File: config.mk
export PLATFORM = sky130hd
export DESIGN_NAME = tape_recorder
export DESIGN_NICKNAME = d
export VERILOG_FILES = /design/src/rtl/tape_recorder.sv
export SDC_FILE = /design/constraint.sdc
export NUM_CORES = 1
export LEC_CHECK = 0
export CAP_MARGIN = 40
export CORE_ASPECT_RATIO = 0.75
export CORE_MARGIN = 2
export CORE_UTILIZATION = 50
export DETAILED_ROUTE_END_ITERATION = 16
export PLACE_DENSITY = 0.74
export SYNTH_ARGS = -nofsm -noshare
export SYNTH_HDL_FRONTEND = slang
export SYNTH_SLANG_ARGS = --single-unit
File: constraint.sdc
create_clock -name clk_sys -period 5 [get_ports clk_sys]
set_input_delay 0.5 -clock clk_sys [delete_from_list [all_inputs] [get_ports clk_sys]]
set_output_delay 0.5 -clock clk_sys [all_outputs]
set_load 0.05 [all_outputs]
File: src/rtl/tape_recorder.sv
// tape_recorder: decodes the PLA cassette square wave into bytes and writes them to SDRAM tape space.
// Define TAPE_REC_CHECKSUM_EN to add an 8-bit running checksum output of acknowledged bytes.
module tape_recorder #(
  parameter int unsigned ADDR_W     = 16,
  parameter int unsigned CNT_W      = 8,
  parameter int unsigned GLITCH_MAX = 1,
  parameter int unsigned SHORT_MAX  = 6,
  parameter int unsigned LONG_MAX   = 20,
  parameter int unsigned IDLE_TICKS = 2000
) (
  input  logic              clk_sys,
  input  logic              reset_n,
  input  logic              ce_tape,
  input  logic              arm,
  input  logic              cass_out,
  output logic              mem_req,
  output logic [ADDR_W-1:0] mem_addr,
  output logic [7:0]        mem_data,
  input  logic              mem_ack,
  output logic              recording,
  output logic              done,
  output logic [ADDR_W-1:0] length,
  output logic              overrun,
  output logic              frame_err
`ifdef TAPE_REC_CHECKSUM_EN
  ,
  output logic [7:0]        checksum
`endif
);

  localparam int unsigned IDLE_W = $clog2(IDLE_TICKS + 1);

  typedef enum logic [2:0] {S_IDLE, S_HUNT, S_DATA, S_STOP, S_DRAIN} state_t;

  state_t              state, next_state;
  logic                cass_q, cass_q2, arm_q;
  logic [CNT_W-1:0]    cnt;
  logic [IDLE_W-1:0]   idle_cnt;
  logic                started, phase, first_long;
  logic [7:0]          shreg;
  logic [2:0]          bit_cnt;
  logic [ADDR_W-1:0]   addr;

  logic rise_c, arm_rise_c, decoding_c, framed_c, edge_c, meas_c;
  logic short_c, long_c, gap_c, pair_c, bit_ok_c, mixed_c, bit_val_c;
  logic timeout_c, end_c;
  logic start_c, byte_done_c, ferr_c, done_c, shift_c, clr_bits_c;

  assign rise_c     = cass_q & ~cass_q2;
  assign arm_rise_c = arm & ~arm_q;
  assign decoding_c = (state == S_HUNT) || (state == S_DATA) || (state == S_STOP);
  assign framed_c   = (state == S_DATA) || (state == S_STOP);
  // The session's first edge is always taken as the measurement start.
  assign edge_c     = decoding_c & rise_c & (~started | (cnt > CNT_W'(GLITCH_MAX)));
  assign meas_c     = edge_c & started;
  assign short_c    = cnt <= CNT_W'(SHORT_MAX);
  assign long_c     = ~short_c & (cnt <= CNT_W'(LONG_MAX));
  assign gap_c      = meas_c & ~short_c & ~long_c;
  assign pair_c     = meas_c & phase & ~gap_c;
  assign bit_ok_c   = pair_c & (first_long == long_c);
  assign mixed_c    = pair_c & (first_long != long_c);
  assign bit_val_c  = ~long_c;
  assign timeout_c  = (idle_cnt == IDLE_W'(IDLE_TICKS)) && (length != '0);
  assign end_c      = decoding_c & (~arm | timeout_c);

  always_ff @(posedge clk_sys or negedge reset_n) begin
    if (!reset_n) state <= S_IDLE;
    else          state <= next_state;
  end

  // Frame sequencing and session control
  always_comb begin
    next_state  = state;
    start_c     = 1'b0;
    byte_done_c = 1'b0;
    ferr_c      = 1'b0;
    done_c      = 1'b0;
    shift_c     = 1'b0;
    clr_bits_c  = 1'b0;
    case (state)
      S_IDLE: begin
        if (arm_rise_c) begin
          start_c    = 1'b1;
          next_state = S_HUNT;
        end
      end
      S_HUNT, S_DATA, S_STOP: begin
        if (end_c) begin
          next_state = S_DRAIN;
        end else if ((gap_c || mixed_c) && framed_c) begin
          ferr_c     = 1'b1;
          next_state = S_HUNT;
        end else if (bit_ok_c) begin
          case (state)
            S_HUNT: begin
              if (!bit_val_c) begin
                clr_bits_c = 1'b1;
                next_state = S_DATA;
              end
            end
            S_DATA: begin
              shift_c = 1'b1;
              if (bit_cnt == 3'd7) begin
                clr_bits_c = 1'b1;
                next_state = S_STOP;
              end
            end
            S_STOP: begin
              if (!bit_val_c) begin
                ferr_c     = 1'b1;
                next_state = S_HUNT;
              end else if (bit_cnt == 3'd1) begin
                byte_done_c = 1'b1;
                next_state  = S_HUNT;
              end
            end
            default: ;
          endcase
        end
      end
      S_DRAIN: begin
        if (!mem_req) begin
          done_c     = 1'b1;
          next_state = S_IDLE;
        end
      end
      default: next_state = S_IDLE;
    endcase
  end

  // Edge detection, period measurement and cycle pairing
  always_ff @(posedge clk_sys or negedge reset_n) begin
    if (!reset_n) begin
      cass_q     <= 1'b0;
      cass_q2    <= 1'b0;
      arm_q      <= 1'b0;
      cnt        <= '0;
      idle_cnt   <= '0;
      started    <= 1'b0;
      phase      <= 1'b0;
      first_long <= 1'b0;
      shreg      <= '0;
      bit_cnt    <= '0;
    end else begin
      cass_q  <= cass_out;
      cass_q2 <= cass_q;
      arm_q   <= arm;
      if (start_c || edge_c)                cnt <= '0;
      else if (ce_tape && (cnt != '1))      cnt <= cnt + CNT_W'(1);
      if (start_c || edge_c)                idle_cnt <= '0;
      else if (ce_tape && decoding_c && (idle_cnt != IDLE_W'(IDLE_TICKS)))
        idle_cnt <= idle_cnt + IDLE_W'(1);
      if (start_c)     started <= 1'b0;
      else if (edge_c) started <= 1'b1;
      if (start_c || gap_c) begin
        phase <= 1'b0;
      end else if (meas_c) begin
        phase      <= ~phase;
        first_long <= long_c;
      end
      if (shift_c)         shreg   <= {bit_val_c, shreg[7:1]};
      if (clr_bits_c)      bit_cnt <= '0;
      else if (bit_ok_c)   bit_cnt <= bit_cnt + 3'd1;
    end
  end

  // Single-entry write buffer, address/length bookkeeping and status flags
  always_ff @(posedge clk_sys or negedge reset_n) begin
    if (!reset_n) begin
      mem_req   <= 1'b0;
      mem_addr  <= '0;
      mem_data  <= '0;
      addr      <= '0;
      length    <= '0;
      overrun   <= 1'b0;
      frame_err <= 1'b0;
      recording <= 1'b0;
      done      <= 1'b0;
    end else begin
      done <= done_c;
      if (start_c) begin
        addr      <= '0;
        length    <= '0;
        overrun   <= 1'b0;
        frame_err <= 1'b0;
        recording <= 1'b1;
      end else if (done_c) begin
        recording <= 1'b0;
      end
      if (mem_req && mem_ack) begin
        mem_req <= 1'b0;
        addr    <= addr + ADDR_W'(1);
        length  <= length + ADDR_W'(1);
      end
      if (byte_done_c) begin
        if (mem_req || (addr == '1)) begin
          overrun <= 1'b1;
        end else begin
          mem_req  <= 1'b1;
          mem_data <= shreg;
          mem_addr <= addr;
        end
      end
      if (ferr_c) frame_err <= 1'b1;
    end
  end

`ifdef TAPE_REC_CHECKSUM_EN
  always_ff @(posedge clk_sys or negedge reset_n) begin
    if (!reset_n)               checksum <= '0;
    else if (start_c)           checksum <= '0;
    else if (mem_req && mem_ack) checksum <= checksum + mem_data;
  end
`endif

endmodule

==> flow_summary.ini <==
[cts]
post_cts_buffers = 0
insertion_delay_ps = 350
clkSinkCount = 100
numCtsBuffers = 9
cts.repair.resized = 0
cts_tree = yes
clkTransAtPathRegs_ps = 70
hold_buffers = 0
htree_num_levels = 3
cts.root.buffer_cell = clkbuf_16
cts_buffer_depth = 2

[route]
final_antenna_net_count = 0
vias = 3596
wl_um = 9699
viasPerCell = 5.619
wire_per_inst_um = 15.15
drt_iter0_drc = 254
dr.pass1.iters = 4
drc = 0

[yosys]
synthTopCellsByCount = dfrtp_1, nand2_1, o21ai_0, nand3_1, nor2_1
ys.flop_type = dfrtp_1
synth_cells = 460
synth_top_cell_by_area = dfrtp_1
synth_nets = 478
synth_edf_count = 0
yosysMostFrequentCell = dfrtp_1
async_flop_share = 1.000
avgSynthCellArea_um2 = 10.44
netlist.area_leader.share = 0.5210
yosysWarnings = 0
synth_area_leaders = dfrtp_1, o21ai_0, mux2_2
ys_ff_latch = 100
synth_cell_types = 57
synth_seq_area_share = 0.5210
mappedNetlistArea_um2 = 4803

[critical_path]
startpoint_type = flop
startpoint = length[0]
cp_max_fo = 25
cp-end-kind = flop
critPathKind = flop to flop
required_ps = 5220
regToRegStartpoint = length[0]
arrival_ps = 3200

[grt]
grt_max_degree = 58
grt_util_met1 = 0.2865
met3_usage = 0.05479
gr-usage-met2 = 0.3072
first_global_vias = 3325
track_usage = 0.2010
grt_overflow = 0
antenna_found_initial = 0
busiest_layer = met2
grt_pass1_wl_um = 16220

[place]
numPortBuffers = 50
post-dp-hpwl_um = 6638
gp_congestion = 0.8791
dp_cells = 625

[timing]
slew_viol_final = 0
setup_viol_count_final = 0
holdWs_ps = 140.7
post-route-min-period_ps = 2983
clock_skew_ps = 7.246
setup_tns_ps = 0
rsz0062_at_grt = false
period_share = 0.5966
tightest_slew_ps = 907.7
slew_headroom = 0.3920
hold_viol = 0
fmax_mhz = 335.2

[final_layout]
antenna_cells = 0
drive_above_1_share = 0.1055
fin_cells = 640
num-fill-cells = 744
syn2layout_area_growth_pct = 19.02
fin_nets = 526

[die]
pin_count = 51
die_w_um = 117.2
floorplan.initialDensity = 0.5223
die_area_um2 = 10410
core-area_um2 = 9196
die-height_um = 88.88
num_rows = 30

[run_status]
status = finished, final reports clean

[power]
leakagePower_nw = 2.534
irDropWorstVdd_v = 0.0002111
powerDensity_nw_per_um2 = 318.7

[job]
max_cap_viol_count = 0

[hold_path]
holdCritPathClass = input pin to asynchronous set/reset pin
==> area by class of cell <==
type / instances / area [um^2] / area share
tap: 128 / 160.2 / 0.02801
inverter: 14 / 52.55 / 0.009192
clock buffer: 12 / 256.5 / 0.04487
multi-input combinational: 331 / 2160 / 0.3778
timing repair buffer: 52 / 516.7 / 0.09039
clock inverter: 3 / 68.82 / 0.01204
sequential: 100 / 2502 / 0.4377
==> sequential cells by signal (all words and copies together) (netlist names), 8 cells and up <==
name and flops:
cnt 8, addr 16, mem_data 8, length 16, idle_cnt 11, shreg 8
mem_addr 16
==> routing by layer <==
metal  vias up  part of all wire
met2        87              0.46
met4         0            0.0085
met5         -                 0
met3         9             0.044
li1       1739                 -
met1      1761              0.48
==> report_power, final <==
part,total (mW),switching [mW],internal (mW)
combinational,0.185,0.116,0.0688
clock,0.760,0.295,0.465
sequential,0.877,0.0409,0.836
total,1.82,0.452,1.37
==> layout by cell type, fill, tap and decap left out, types with 2 or more instances in the layout <==
cell type / synthesis / layout
a21oi_1: 7 / 7
a31oi_1: 4 / 4
and2_1: 2 / 2
and3_1: 5 / 5
and3b_1: 2 / 2
and4_1: 3 / 3
buf_4: 0 / 2
bufinv_16: 0 / 2
clkbuf_16: 0 / 9
clkbuf_8: 0 / 2
clkdlybuf4s50_1: 0 / 49
dfrtp_1: 100 / 100
ha_1: 12 / 12
inv_1: 12 / 12
mux2_1: 6 / 6
mux2_2: 18 / 18
mux2_4: 6 / 6
mux2i_1: 3 / 3
nand2_1: 54 / 54
nand3_1: 37 / 37
nand3b_1: 3 / 3
nand4_1: 16 / 16
nor2_1: 29 / 29
nor2b_1: 3 / 3
nor3_1: 10 / 10
nor4_1: 3 / 3
o21a_1: 4 / 4
o21ai_0: 48 / 48
o21ai_1: 3 / 3
o2bb2ai_1: 2 / 2
o31ai_1: 5 / 5
or2_2: 2 / 2
or3_1: 7 / 7
or4_1: 2 / 2
xnor2_1: 6 / 6
xor2_1: 8 / 8
==> stage by stage <==
step | util | setup slack (ps) | area, um^2 | power, mW
6_report | 0.6216 | 2017 | 5717 | 1.822
5_1_grt | 0.6216 | 1723 | 5717 | 1.890
4_1_cts | 0.6216 | 2008 | 5717 | 1.832
3_5_place_dp | 0.5863 | 1998 | 5391 | 1.076
3_3_place_gp | 0.5850 | 2103 | 5380 | 1.068
2_1_floorplan | - | 2446 | 4803 | 1.014
==> worst max-delay path, stage by stage, from the launching register on <==
cell and delay, ps:
dfrtp_1 450, inv_1 80, ha_1 130, nor4b_2 160, and4_1 260, o21ai_1 150, or2_2 340, nor3_2 170
nand3_2 550, mux2_1 540
==> path summary, 6_finish.rpt <==
path / end / slack (ps) / depth (start not counted)
min in group clk_sys: cass_q2 / 400 / 0
hold / removal: length[2] / 140 / 1
max in group asynchronous: mem_data[4] / 3730 / 2
setup reg to reg: mem_addr[6] / 2020 / 9
setup / recovery: mem_addr[6] / 2020 / 9
hold reg to reg: cass_q2 / 400 / 0
==> logic make-up after synthesis <==
kind of cell,after synthesis,synth area share
simple gates,190,0.2115
compound gates,82,0.1000
buf+inv,29,0.02943
xor+xnor,14,0.02553
fa+ha+maj,12,0.03126
mux,33,0.08127
flops,100,0.5210
Power figures use the tool's default switching activity.
